File: config.mk
export PLATFORM = sky130hd
export DESIGN_NAME = note_scroll_scheduler
export DESIGN_NICKNAME = d
export VERILOG_FILES = /design/src/rtl/note_scroll_scheduler.sv
export SDC_FILE = /design/constraint.sdc
export NUM_CORES = 1
export LEC_CHECK = 0
export BUFFER_PORTS_ARGS = -buffer_cell sky130_fd_sc_hd__buf_2
export CAP_MARGIN = 10
export CORE_MARGIN = 10
export CORE_UTILIZATION = 45
export CTS_BUF_LIST = sky130_fd_sc_hd__clkbuf_8
export CTS_CLUSTER_SIZE = 24
export DETAILED_ROUTE_END_ITERATION = 6
export HOLD_SLACK_MARGIN = 0.05
export PLACE_DENSITY = 0.81
export RECOVER_POWER = 100
export SLEW_MARGIN = 10
export SYNTH_ARGS = -nofsm -noshare
export SYNTH_HDL_FRONTEND = slang
export SYNTH_SLANG_ARGS = --single-unit
File: constraint.sdc
create_clock -name clk -period 2.81 [get_ports clk]
set_input_delay 0.281 -clock clk [delete_from_list [all_inputs] [get_ports clk]]
set_output_delay 0.281 -clock clk [all_outputs]
set_load 0.03 [all_outputs]
File: src/rtl/note_scroll_scheduler.sv
// Falling-note slot scheduler: admits note codes into a fixed slot pool and scrolls them once per frame.
// Optional NOTE_SCHED_EVICT_EN: when every slot is busy, overwrite the lowest-on-screen slot instead of stalling.
module note_scroll_scheduler #(
  parameter int          SLOTS   = 4,
  parameter logic [10:0] X_COL   = 11'd64,
  parameter logic [9:0]  Y_START = 10'd16,
  parameter logic [9:0]  Y_STEP  = 10'd8,
  parameter logic [9:0]  Y_LIMIT = 10'd464,
  parameter logic [9:0]  MIN_GAP = 10'd8
) (
  input  logic                  clk,
  input  logic                  reset,
  input  logic                  frame_tick,
  input  logic                  clear,
  input  logic                  new_note_valid,
  input  logic [5:0]            new_note,
  output logic                  new_note_ready,
  output logic [SLOTS*11-1:0]   slot_x1,
  output logic [SLOTS*10-1:0]   slot_y1,
  output logic [SLOTS*6-1:0]    slot_note,
  output logic [SLOTS-1:0]      slot_valid,
  output logic                  busy
);

  localparam int          IW    = (SLOTS > 1) ? $clog2(SLOTS) : 1;
  localparam logic [10:0] GAP_Y = {1'b0, Y_START} + {1'b0, MIN_GAP};

  typedef enum logic {IDLE = 1'b0, SCROLL = 1'b1} state_t;

  state_t          state_q, state_d;
  logic [IW-1:0]   idx_q, idx_d;
  logic            pending_q, pending_d;
  logic [SLOTS-1:0] valid_q, valid_d;
  logic [9:0]      y1_q   [SLOTS];
  logic [9:0]      y1_d   [SLOTS];
  logic [5:0]      note_q [SLOTS];
  logic [5:0]      note_d [SLOTS];

  logic            gap_ok, free_found, slot_ok, accept;
  logic [IW-1:0]   alloc_idx;
  logic [10:0]     ny;

  // Slot selection: lowest free slot, or (evict build, pool full) the slot furthest down the screen.
  always_comb begin
    gap_ok     = 1'b1;
    free_found = 1'b0;
    alloc_idx  = '0;
    for (int i = SLOTS - 1; i >= 0; i--) begin
      if (valid_q[i] && ({1'b0, y1_q[i]} < GAP_Y)) gap_ok = 1'b0;
      if (!valid_q[i]) begin
        free_found = 1'b1;
        alloc_idx  = IW'(i);
      end
    end
`ifdef NOTE_SCHED_EVICT_EN
    if (!free_found) begin
      alloc_idx = '0;
      for (int i = 1; i < SLOTS; i++) begin
        if (y1_q[i] > y1_q[alloc_idx]) alloc_idx = IW'(i);
      end
    end
    slot_ok = 1'b1;
`else
    slot_ok = free_found;
`endif
  end

  // Handshake: the note transfers on a clock edge where new_note_valid && new_note_ready.
  assign new_note_ready = (state_q == IDLE) && !frame_tick && !clear && !reset &&
                          ((new_note == 6'd0) || (slot_ok && gap_ok));
  assign accept = new_note_valid && new_note_ready;
  assign ny     = {1'b0, y1_q[idx_q]} + {1'b0, Y_STEP};

  always_comb begin
    state_d   = state_q;
    idx_d     = idx_q;
    pending_d = pending_q;
    valid_d   = valid_q;
    y1_d      = y1_q;
    note_d    = note_q;
    if (clear) begin
      state_d   = IDLE;
      idx_d     = '0;
      pending_d = 1'b0;
      valid_d   = '0;
      for (int i = 0; i < SLOTS; i++) begin
        y1_d[i]   = '0;
        note_d[i] = '0;
      end
    end else begin
      case (state_q)
        IDLE: begin
          if (frame_tick || pending_q) begin
            state_d   = SCROLL;
            idx_d     = '0;
            pending_d = 1'b0;
          end
          // A pending rerun can coincide with an accepted note; the new slot joins that sweep.
          if (accept && (new_note != 6'd0)) begin
            valid_d[alloc_idx] = 1'b1;
            y1_d[alloc_idx]    = Y_START;
            note_d[alloc_idx]  = new_note;
          end
        end
        SCROLL: begin
          if (valid_q[idx_q]) begin
            if (ny >= {1'b0, Y_LIMIT}) begin
              valid_d[idx_q] = 1'b0;
              y1_d[idx_q]    = '0;
              note_d[idx_q]  = '0;
            end else begin
              y1_d[idx_q] = ny[9:0];
            end
          end
          if (frame_tick) pending_d = 1'b1;
          if (idx_q == IW'(SLOTS - 1)) state_d = IDLE;
          else                         idx_d   = idx_q + 1'b1;
        end
        default: state_d = IDLE;
      endcase
    end
  end

  always_ff @(posedge clk) begin
    if (reset) begin
      state_q   <= IDLE;
      idx_q     <= '0;
      pending_q <= 1'b0;
      valid_q   <= '0;
      for (int i = 0; i < SLOTS; i++) begin
        y1_q[i]   <= '0;
        note_q[i] <= '0;
      end
    end else begin
      state_q   <= state_d;
      idx_q     <= idx_d;
      pending_q <= pending_d;
      valid_q   <= valid_d;
      y1_q      <= y1_d;
      note_q    <= note_d;
    end
  end

  always_comb begin
    for (int i = 0; i < SLOTS; i++) begin
      slot_x1[11*i +: 11]  = X_COL;
      slot_y1[10*i +: 10]  = y1_q[i];
      slot_note[6*i +: 6]  = note_q[i];
    end
  end

  assign slot_valid = valid_q;
  assign busy       = (state_q == SCROLL);

endmodule

After elaboration in Yosys (flattened, before gate mapping)

Index checks and enable logic that the tools add are counted.
W data, S select, Z words.

Logic and storage cells: 126
Output and inout bits: 114
Memories: 0
Memory bits (read-only): 0
Bits in latches: 0
Bits of input ports: 11
Bits in writable memories: 0
Register bits after elaboration: 72

Multiply operators: 0
Divide/modulo/power cells: 0
Bitwise logic cells: 13
Equality and inequality tests: 7
Reductions and logical operators: 27
Shift operators: 0
Add/subtract/negate cells: 2
$lt $le $gt $ge: 13
Mux-type cells: 52

Operator list:

| cell                    | number |
|---|---|
| $mux W40                | 3 |
| $pmux W40 S2            | 1 |
| $mux W24                | 3 |
| $pmux W24 S2            | 1 |
| $and A40 B40 Y40        | 1 |
| $bwmux W40              | 1 |
| $demux W10 S2           | 2 |
| $lt A10 B5 Y1 const B   | 4 |
| $mux W10                | 4 |
| $not A40 Y40            | 1 |
| $and A36 B36 Y36        | 1 |
| $not A36 Y36            | 1 |
| $and A24 B24 Y24        | 1 |
| $bwmux W24              | 1 |
| $demux W6 S2            | 2 |
| $not A24 Y24            | 1 |
| $bmux W10 S2            | 1 |
| $logic_and A1 B1 Y1     | 15 |
| $mux W1                 | 15 |
| $mux W2                 | 6 |
| $mux W4                 | 3 |
| $mux W6                 | 2 |
| $add A10 B4 Y11 const B | 1 |
| $ge A11 B9 Y1 const B   | 1 |
| other kinds (25)        | 42 |

Logic depth before layout (Yosys ltp)

Gate-level depths: netlist (run 1).

Word-level depth: 13
Depth in mapped cells: 11
Depth with buffers taken out: 8

Worst setup path before layout (run 1)

No wires, ideal clock.

Path type: reg-to-output
From: reg valid_q[0], in the netlist slot_valid[0]
To: out new_note_ready
Arrival time: 2651 ps
Cell stages (with the launch flop): 6
Data required time: 2529 ps
Path slack: -122 ps
Path buffers: 1
Cell sequence: dfxtp_1 -> clkbuf_1 -> and3_1 -> a21oi_1 -> o2111ai_1 -> a2111oi_0

Word-level cells in the longest chain between the ends: 5

RTL lines:

| item                    | line | RTL |
|---|---|---|
| start, declared         | 33   | `logic [SLOTS-1:0] valid_q, valid_d;` |
| start signal, assigned  | 138  | `valid_q <= valid_d;` |
| $logic_and A1 B1 Y1     | 49   | `if (valid_q[i] && ({1'b0, y1_q[i]} < GAP_Y)) gap_ok = 1'b0;` |
| $mux W1                 | 49   |  |
| $logic_and A1 B1 Y1 (*) | 70   | `((new_note == 6'd0) \|\| (slot_ok && gap_ok));` |
| $logic_or A1 B1 Y1 (*)  | 70   |  |
| $logic_and A1 B1 Y1 (*) | 69   | `assign new_note_ready = (state_q == IDLE) && !frame_tick && !clear && !reset &&` |
| end, declared           | 17   | `output logic new_note_ready,` |

Mark *: on every way between the ends. The rest lies on a longest branch, timed or not.

Worst setup path after layout (run 1)

From: reg idx_q[0]
To: reg note_q (netlist bit slot_note[14])

Word-level cells in the longest chain between the ends: 10

RTL lines:

| item                                                                     | line | RTL |
|---|---|---|
| start, declared                                                          | 31   | `logic [IW-1:0] idx_q, idx_d;` |
| start signal, assigned                                                   | 136  | `idx_q <= idx_d;` |
| parallel branches: the longest is 10 deep, another holds $add A10 B4 Y11 | -    |  |
| end signal, assigned                                                     | 140  | `note_q <= note_d;` |
| end, declared                                                            | 36   | `logic [5:0] note_q [SLOTS];` |

Parallel ways; which one is timed is not known. The select of a mux whose other input is x is not followed.
A chain may end at the register's enable or synchronous reset.

==> metrics.md, run 1 <==
| Metric | Value |
|---|---|
| Place WS | `about 0.042 ns` |
| # diodes | `0` |
| Final worst-path cycle share | `between 90% and 100%` |
| Slew margin rel. | `between 20% and 30%` |
| CTS Hold Bufs | `0` |
| Commonest cells after routing, fill and taps aside | `dfxtp_1 (71), clkbuf_1 (69), conb_1 (44)` |
| FF-to-FF path depth | `8` |
| Die Footprint | `between 10000 and 15000 um2` |
| Critical setup path kind | `flip-flop to flip-flop` |
| Crit path cell chain | `mux4_2, ha_4, a21boi_0, o21a_1, o311ai_4, nand2_4, a211oi_4, a22o_1` |
| CTS tree | `built` |
| Routability cong. | `~0.98` |
| Layout cells sized above 1 | `about 15%` |
| Worst hold-check path type | `primary input to flip-flop` |
| CTS max path bufs | `2` |
| Status | `completed` |
| Residual DRC | `0` |
| Post-synth ARST share | `0%` |
| Max-cap viol count | `0` |
| DRT Wirelength | `11200 um` |
| Synth Register Bits | `72` |
| Post-synth EDFFs | `0` |
| Netlist Area Pre-Place | `~3600 um2` |
| Worst Hold Depth | `2` |
| Post-synthesis area per instance | `about 10 um2` |
| Worst hold start | `new_note[3]` |
| Core area | `7810 um2` |
| Initial core utilization | `a little under half` |
| Final setup violation count | `0` |
| Routed via count | `3220` |
| Worst Hold End | `slot_note[15]` |
| Peak VDD IR | `299 uV` |
| First-pass GRT wire length | `between 15000 and 20000 um` |
| Synth warn | `0` |
| Routed length per instance | `between 20 and 25 um` |
| Critical path capture point type | `flip-flop` |
| Die width | `approximately 110 um` |
| Minimum clock period | `2.70 ns` |
| I/O pin cnt | `125` |
| TritonCTS Buffers | `9` |
| Fin Hold WS | `~0.20 ns` |
| RR Endpoint | `slot_note[14]` |
| RSZ-0062 raised after global routing | `yes` |
| Slowest cell on the critical path | `mux4_2` |
| Startpoint types | `flip-flop` |
| Reg-to-Reg Start | `idx_q[0]` |
| Post-synth cell types | `just under 60` |
| Fillers | `roughly 740` |
| Initial antenna violation count | `0` |
| Worst Path Max Fanout | `6` |
| Crit path DAT | `roughly 3 ns` |
| Clock Skew | `between 0.01 and 0.015 ns` |
| Vias in the first global route | `3116` |
| Total power | `~2.0 mW` |
| Drt first-iter violations | `286` |
| Most common cell after layout, fill and taps aside | `dfxtp_1` |
| Clock transition at path regs | `approximately 0.08 ns` |
| PD cells | `approximately 470 nW/um2` |
| Post-synth top flop | `dfxtp_1` |
| Later-pin clock latency in the skew report | `~0.36 ns` |
| Crit path from | `idx_q[0]` |
| Clock root buffer | `clkbuf_8` |
| DR vias/cell | `between 5 and 6` |
| Post-DRT Antenna Nets | `0` |
| HPWL Detailed | `between 8000 and 9000 um` |
| R2R setup slack | `between 0.1 and 0.15 ns` |
| Final critical-path setup slack | `between 0.1 and 0.15 ns` |
| Clock tree sinks | `72` |
| Buf+Inv Stages, Crit Path | `0` |
| Leak | `1.59 nW` |
| Largest net degree at the start of global routing | `35` |
| Number of H-tree levels | `3` |
| Tightest Pin Transition | `~1.1 ns` |
| Sequential share of the synthesized area | `39.7%` |
| Critical Path RT | `just over 3 ns` |
| Port buffer count | `80` |
| Slew Limit Fails | `0` |
| Drt first pass iters | `7` |
| Total grt overflow | `0` |
| All-Layer GR Usage | `18.3%` |
| P&R area growth vs syn | `15.9%` |
| Max stage delay on crit path | `between 0.5 and 0.6 ns` |
| Critical path's top delay family | `compound AO/OA/AOI/OAI gates` |
| Die Ht | `approximately 110 um` |
| Cells after synthesis | `between 300 and 400` |
| Highest Clock Rate | `approximately 370 MHz` |
| Rows | `32` |
| Fin nets | `around 460` |
| Final hold viol count | `0` |
per-layer routing:
metal,share of wire (%),GRT usage (%),up-vias
li1,-,-,1441
met1,38,23.0,1537
met2,47,28.1,219
met3,13,5.79,23
met4,2.2,7.90,0
met5,0,0,-
cells in the mapped netlist, types with 5 or more instances:
| cell type | number | area share, % |
|---|---|---|
| a32oi_1 | 22 | 5.3 |
| clkbuf_1 | 11 | 1.1 |
| nor4_1 | 6 | 1.0 |
| dfxtp_1 | 72 | 40 |
| ha_1 | 5 | 1.7 |
| nor2_1 | 29 | 3.0 |
| and3_1 | 9 | 1.6 |
| mux4_2 | 5 | 3.1 |
| a21oi_1 | 13 | 1.8 |
| a22o_1 | 25 | 6.0 |
| mux4_1 | 6 | 4.3 |
| buf_4 | 46 | 9.5 |
| inv_1 | 5 | 0.52 |
| nand2_1 | 20 | 2.1 |
| a32o_1 | 10 | 2.8 |
timing repair:
action | CTS | global route
gates resized for setup | 0 | 7
endpoints found under the setup margin | 0 | 31
buffers inserted | 0 | 3
worst max-delay path by stage:
stage | end | slack (ns) | depth (start not counted)
2_1_floorplan | slot_y1[15] | 0.02 | 11
3_3_place_gp | slot_note[12] | 0.16 | 8
3_5_place_dp | slot_note[14] | 0.04 | 8
4_1_cts | slot_note[14] | 0.03 | 8
5_1_grt | slot_note[11] | -0.008 | 8
6_report | slot_note[14] | 0.11 | 8
power by group:
group	switching, mW	leakage (nW)	internal, mW
clock network	0.403	0.0925	0.402
logic	0.135	0.915	0.0271
registers	0.00217	0.581	1.02
cell type report:
type | count | area (um2) | share of cell area (%)
clock buffers | 9 | 124 | 2.94
flip-flops and latches | 72 | 1450 | 34.3
inverters | 5 | 18.8 | 0.446
clock inverters | 6 | 62.6 | 1.49
multi-input cells | 257 | 1950 | 46.2
well taps | 102 | 128 | 3.03
repair buffers | 101 | 484 | 11.5
flip-flops by register name, indices dropped and copies added (netlist names):
register    count
busy            1
idx_q           2
pending_q       1
slot_note      24
slot_valid      4
slot_y1        40
metrics by stage:
stage / util, % / TNS, ns / std cells / instance area [um2]
global route: 53.9 / -0.00788 / 552 / 4210
CTS: 54.2 / 0 / 549 / 4230
floorplan: - / 0 / 398 / 3800
global placement: 51.8 / 0 / 534 / 4040
finish: 53.9 / 0 / 552 / 4210
detailed placement: 51.8 / 0 / 534 / 4040
cell families after synthesis:
kind of cell | count (synthesis) | synth area share [%]
other | 2 | 0.207
AND/OR/NAND/NOR | 96 | 14.4
flip-flops | 72 | 39.7
AO/OA/AOI/OAI | 94 | 21.5
XOR/XNOR | 5 | 1.72
multiplexers | 13 | 8.13
adder cells (fa/ha/maj) | 5 | 1.72
buffers and inverters | 69 | 12.6
No activity file was read; power rests on OpenSTA's default activity.
==> run 2: changes to the inputs <==
Settings changed: MAX_ROUTING_LAYER set to met4.
==> metrics.md, run 2 (synthesis gave the netlist of run 1 again) <==
| Metric | Value |
|---|---|
| Status | `completed` |
| Fin util | `53.7% (-0.24 points)` |
| FF-to-FF path depth | `8 (unchanged)` |
| Residual DRC | `0 (unchanged)` |
| Routability cong. | `0.969 (-1.2%)` |
| Critical path's top delay family | `compound AO/OA/AOI/OAI gates` |
| Minimum clock period | `2.73 ns (+0.0291 ns)` |
| PD cells | `481 nW/um2 (+1.7%)` |
| TritonCTS Buffers | `9 (unchanged)` |
| Most common cell after layout, fill and taps aside | `dfxtp_1` |
| Routed via count | `3225 (+0.16%)` |
| DRT Wirelength | `11300 um (+0.77%)` |
| Largest net degree at the start of global routing | `35 (unchanged)` |
| Crit path DAT | `3.03 ns (+0.03 ns)` |
| Crit path cell chain | `mux4_2, ha_4, a21boi_0, o21a_1, o311ai_4, nand2_2, a211oi_4, a22o_1` |
| Max reg flops | `40 (unchanged)` |
| Critical path capture point type | `flip-flop` |
| CTS max path bufs | `2 (unchanged)` |
| Place WS | `0.0694 ns (+0.0272 ns)` |
| Number of H-tree levels | `3 (unchanged)` |
| # diodes | `0 (unchanged)` |
| Final setup violation count | `0 (unchanged)` |
| Layout Cells excl Fill | `552 (unchanged)` |
| Rows | `32 (unchanged)` |
| HPWL Detailed | `8250 um (-0.73%)` |
| Buf+Inv Stages, Crit Path | `0 (unchanged)` |
| Port buffer count | `80 (unchanged)` |
| Leak | `1.58 nW (-0.33%)` |
| Total grt overflow | `0 (unchanged)` |
| Post-DRT Antenna Nets | `0 (unchanged)` |
| Clock tree sinks | `72 (unchanged)` |
| Clock Skew | `0.0145 ns (+0.000360 ns)` |
| Layout cells sized above 1 | `14.9% (unchanged)` |
| CTS tree | `built` |
| Clock root buffer | `clkbuf_8` |
| First-pass GRT wire length | `16900 um (-1.6%)` |
| DR vias/cell | `5.84 (+0.16%)` |
| Final worst-path cycle share | `97.2% (+1.0 points)` |
| Drt first-iter violations | `288 (+0.70%)` |
| Final critical-path setup slack | `0.0796 ns (-0.0291 ns)` |
| Die Footprint | `12100 um2 (unchanged)` |
| Worst Path Max Fanout | `6 (unchanged)` |
| Worst Hold End | `slot_note[15]` |
| Initial core utilization | `46.5% (unchanged)` |
| Die width | `110 um (unchanged)` |
| P&R area growth vs syn | `15.4%` |
| Critical Path RT | `3.11 ns (about the same)` |
| Critical setup path kind | `flip-flop to flip-flop` |
| All-Layer GR Usage | `18.6% (+0.39 points)` |
| Clock transition at path regs | `0.08 ns (about the same)` |
| Initial antenna violation count | `0 (unchanged)` |
| Fillers | `726 (-1.4%)` |
| Routed length per instance | `20.5 um (+0.77%)` |
| Commonest cells after routing, fill and taps aside | `dfxtp_1 (71), clkbuf_1 (70), conb_1 (44)` |
| Worst hold start | `new_note[3]` |
| Max-cap viol count | `0 (unchanged)` |
| Worst hold-check path type | `primary input to flip-flop` |
| Dpl cells | `534 (unchanged)` |
| Final non-filler cell area | `4190 um2 (-0.45%)` |
| RR Endpoint | `slot_note[17]` |
| Peak VDD IR | `267 uV (-11%)` |
| Highest Clock Rate | `366 MHz (-1.1%)` |
| Core area | `7810 um2 (unchanged)` |
| Slew Limit Fails | `0 (unchanged)` |
| Dpl cell area | `4040 um2 (unchanged)` |
| Later-pin clock latency in the skew report | `0.36 ns (about the same)` |
| R2R setup slack | `0.08 ns (-0.03 ns)` |
| Slowest cell on the critical path | `mux4_2` |
| Startpoint types | `flip-flop` |
| Drt first pass iters | `5 (-2)` |
| Die Ht | `110 um (unchanged)` |
| Vias in the first global route | `3021 (-3.0%)` |
| I/O pin cnt | `125 (unchanged)` |
| Worst Hold Depth | `2 (unchanged)` |
| Slew margin rel. | `32.5% (+3.3 points)` |
| Fin nets | `461 (-0.22%)` |
| Tightest Pin Transition | `1.01 ns (-0.0454 ns)` |
| Max stage delay on crit path | `0.55 ns (about the same)` |
| Reg-to-Reg Start | `idx_q[0]` |
| Final hold viol count | `0 (unchanged)` |
## run 2: repair_timing
action | 4_1_cts | 5_1_grt
setup buffers | 0 | 2
hold buffers | 0 | 0
gates resized for setup | 0 | 7
endpoints found under the setup margin | 0 | 16
## run 2: per-stage QoR
| stage | hold slack [ns] | power, mW | TNS, ns |
|---|---|---|---|
| finish | 0.201 | 2.02 | 0 |
| global route | 0.202 | 2.08 | -0.00996 |
| CTS | 0.184 | 2.02 | 0 |
| detailed placement | 0.449 | 1.20 | 0 |
| global placement | 0.453 | 1.20 | 0 |
| floorplan | 0.407 | 1.22 | 0 |
## run 2: where the power goes
group          switching, mW  internal [mW]  leakage, nW  total [mW]
registers            0.00251           1.02        0.581        1.02
logic                  0.133         0.0250        0.898       0.158
clock network          0.404          0.430        0.103       0.834
## run 2: cell type report
| cell class | instances | area, um2 | share of cell area (%) |
|---|---|---|---|
| Tap cell | 102 | 128 | 3.05 |
| Clock buffer | 10 | 138 | 3.29 |
| Multi-Input combinational cell | 257 | 1930 | 46.0 |
| Clock inverter | 6 | 60.1 | 1.43 |
| Sequential cell | 72 | 1450 | 34.5 |
| Inverter | 5 | 18.8 | 0.448 |
| Timing Repair Buffer | 100 | 473 | 11.3 |
## run 2: how the worst max path moves through the flow
stage | endpoint | start | cells after the start | slack, ns
6_report | slot_note[17] | idx_q[0] | 8 | 0.08
5_1_grt | slot_y1[7] | slot_valid[0] | 7 | -0.01
4_1_cts | slot_note[13] | idx_q[0] | 8 | 0.05
3_5_place_dp | slot_note[13] | idx_q[0] | 8 | 0.07
3_3_place_gp | slot_note[14] | idx_q[0] | 8 | 0.15
2_1_floorplan | slot_y1[15] | idx_q[0] | 11 | 0.02
## run 2: metal layers
metal	vias up	wire length (um)	global-route usage, %	share of wire [%]
met5	-	0	-	0
met4	0	184	6.78	1.6
met3	15	1190	3.98	11
met2	217	5300	28.4	47
met1	1550	4660	23.8	41
li1	1443	-	-	-
==> run 3: changes to the inputs <==
Settings changed: PLACE_DENSITY 0.81 to unset, PLACE_DENSITY_LB_ADDON set to 0.2.
==> metrics.md, run 3 (synthesis gave the netlist of run 1 again) <==
| Metric | Value |
|---|---|
| Critical setup path kind | `flip-flop to flip-flop` |
| Post-DRT Antenna Nets | `0 (unchanged)` |
| Drt first-iter violations | `201 (-30%)` |
| All-Layer GR Usage | `18.9% (+0.26 points)` |
| Startpoint types | `flip-flop` |
| Initial core utilization | `46.5% (unchanged)` |
| Final critical-path setup slack | `0.103 ns (+0.0234 ns)` |
| Drt first pass iters | `5 (unchanged)` |
| Later-pin clock latency in the skew report | `0.35 ns (about the same)` |
| Final setup violation count | `0 (unchanged)` |
| Rows | `32 (unchanged)` |
| Max-cap viol count | `0 (unchanged)` |
| Clock transition at path regs | `0.07 ns (about the same)` |
| Number of H-tree levels | `3 (unchanged)` |
| PD cells | `445 nW/um2 (-7.6%)` |
| Initial antenna violation count | `0 (unchanged)` |
| Vias in the first global route | `3103 (+2.7%)` |
| Setup TNS | `0 ns (unchanged)` |
| Final hold viol count | `0 (unchanged)` |
| Die width | `110 um (unchanged)` |
| Seq. cell area | `1440 um2 (-0.17%)` |
| Residual DRC | `0 (unchanged)` |
| Die Footprint | `12100 um2 (unchanged)` |
| Routability cong. | `0.879 (-9.3%)` |
| Port buffer count | `80 (unchanged)` |
| Critical Path RT | `3.10 ns (about the same)` |
| Crit path DAT | `3.00 ns (-0.03 ns)` |
| Most common cell after layout, fill and taps aside | `buf_2` |
| Clock root buffer | `clkbuf_8` |
| Largest net degree at the start of global routing | `35 (unchanged)` |
| CTS tree | `built` |
| Max stage delay on crit path | `0.69 ns (+0.14 ns)` |
| Fillers | `737 (+1.5%)` |
| P&R area growth vs syn | `17.5%` |
| Tightest Pin Transition | `1.13 ns (+0.118 ns)` |
| Worst hold-check path type | `primary input to flip-flop` |
| Leak | `1.88 nW (+19%)` |
| Slew Limit Fails | `0 (unchanged)` |
| Clock tree sinks | `72 (unchanged)` |
| Worst Path Max Fanout | `6 (unchanged)` |
| Die Ht | `110 um (unchanged)` |
| Slew margin rel. | `24.4% (-8.1 points)` |
| Critical path capture point type | `flip-flop` |
| Clock Skew | `0.00861 ns (-0.00585 ns)` |
| CTS Hold Bufs | `0 (unchanged)` |
| RSZ-0062 raised after global routing | `yes` |
| DRT Wirelength | `11400 um (+0.49%)` |
| Peak VDD IR | `262 uV (-2.0%)` |
| Routed length per instance | `20.6 um (+0.49%)` |
| Slowest cell on the critical path | `mux4_1` |
| Highest Clock Rate | `369 MHz (+0.87%)` |
| Total power | `1.90 mW (-5.9%)` |
| Minimum clock period | `2.71 ns (-0.0234 ns)` |
| CTS max path bufs | `2 (unchanged)` |
| Fin nets | `463 (+0.43%)` |
| Core area | `7810 um2 (unchanged)` |
| # diodes | `0 (unchanged)` |
| First-pass GRT wire length | `17100 um (+1.3%)` |
| Status | `completed` |
| Final worst-path cycle share | `96.3% (-0.83 points)` |
| Commonest cells after routing, fill and taps aside | `buf_2 (80), dfxtp_1 (71), conb_1 (44)` |
| Area of the multi-input gates | `1940 um2 (+0.65%)` |
| TritonCTS Buffers | `9 (unchanged)` |
| DR vias/cell | `5.77 (-1.3%)` |
| Layout cells sized above 1 | `30.4% (+16 points)` |
| Crit path cell chain | `buf_4, mux4_1, and3b_1, o311ai_4, nand2_2, a211oi_4, a22o_1` |
| Total grt overflow | `0 (unchanged)` |
| Place WS | `-0.0181 ns (-0.0875 ns)` |
| Max reg flops | `40 (unchanged)` |
| Routed via count | `3184 (-1.3%)` |
| HPWL Detailed | `8250 um (about the same)` |
| I/O pin cnt | `125 (unchanged)` |
==> run 3: cell types whose count changed in the layout (fill, tap and decap cells not counted), moves of 2 or more <==
cell and change:
buf_4 +4, clkbuf_1 -70, nor3_2 -2, buf_2 +70
==> run 3: power breakdown <==
group / switching [mW] / internal, mW / leakage [nW] / total (mW)
combinational: 0.136 / 0.0272 / 1.22 / 0.163
clock: 0.380 / 0.330 / 0.0838 / 0.710
sequential: 0.00203 / 1.02 / 0.580 / 1.02
==> run 3: path summary, 6_finish.rpt <==
check                                   start             to  slack (ns)  cells after the start
worst max-delay path                 idx_q[0]  slot_note[16]        0.10                      7
worst min-delay path              new_note[3]  slot_note[15]        0.21                      2
worst max register to register       idx_q[0]  slot_note[16]        0.10                      7
worst min register to register  slot_note[17]  slot_note[17]        0.48                      1
==> run 3: layout make-up <==
cell class / instances / area share, %
Clock buffer: 10 / 3.23
Clock inverter: 4 / 0.528
Inverter: 5 / 0.440
Multi-Input combinational cell: 257 / 45.5
Sequential cell: 72 / 33.8
Tap cell: 102 / 2.99
Timing Repair Buffer: 102 / 13.5
==> run 3: per-layer routing <==
layer	GRT usage, %	vias up	part of all wire (%)
met1	23.7	1532	41
met4	7.71	0	2.3
met2	27.9	182	46
met5	-	-	0
li1	-	1446	-
met3	5.38	24	11
==> run 3: through the flow <==
step | instance area [um2] | util, % | instances | hold slack [ns]
floorplan | 3800 | - | 398 | 0.407
global placement | 4050 | 51.9 | 535 | 0.453
detailed placement | 4050 | 51.9 | 535 | 0.454
CTS | 4220 | 54.0 | 549 | 0.193
global route | 4270 | 54.6 | 552 | 0.214
finish | 4270 | 54.6 | 552 | 0.206
==> run 3: critical path, delay by kind of cell (launching register included) <==
family / cells / cell delay, ns
compound gates: 3 / 0.93
buf+inv: 1 / 0.18
flops: 1 / 0.38
mux: 1 / 0.69
simple gates: 2 / 0.46
==> run 3: timing repair <==
action / CTS / global route
gates cloned: 0 / 0
pin swaps: 0 / 2
buffers inserted: 0 / 3
setup endpoints to repair: 6 / 23
resized for setup: 1 / 4
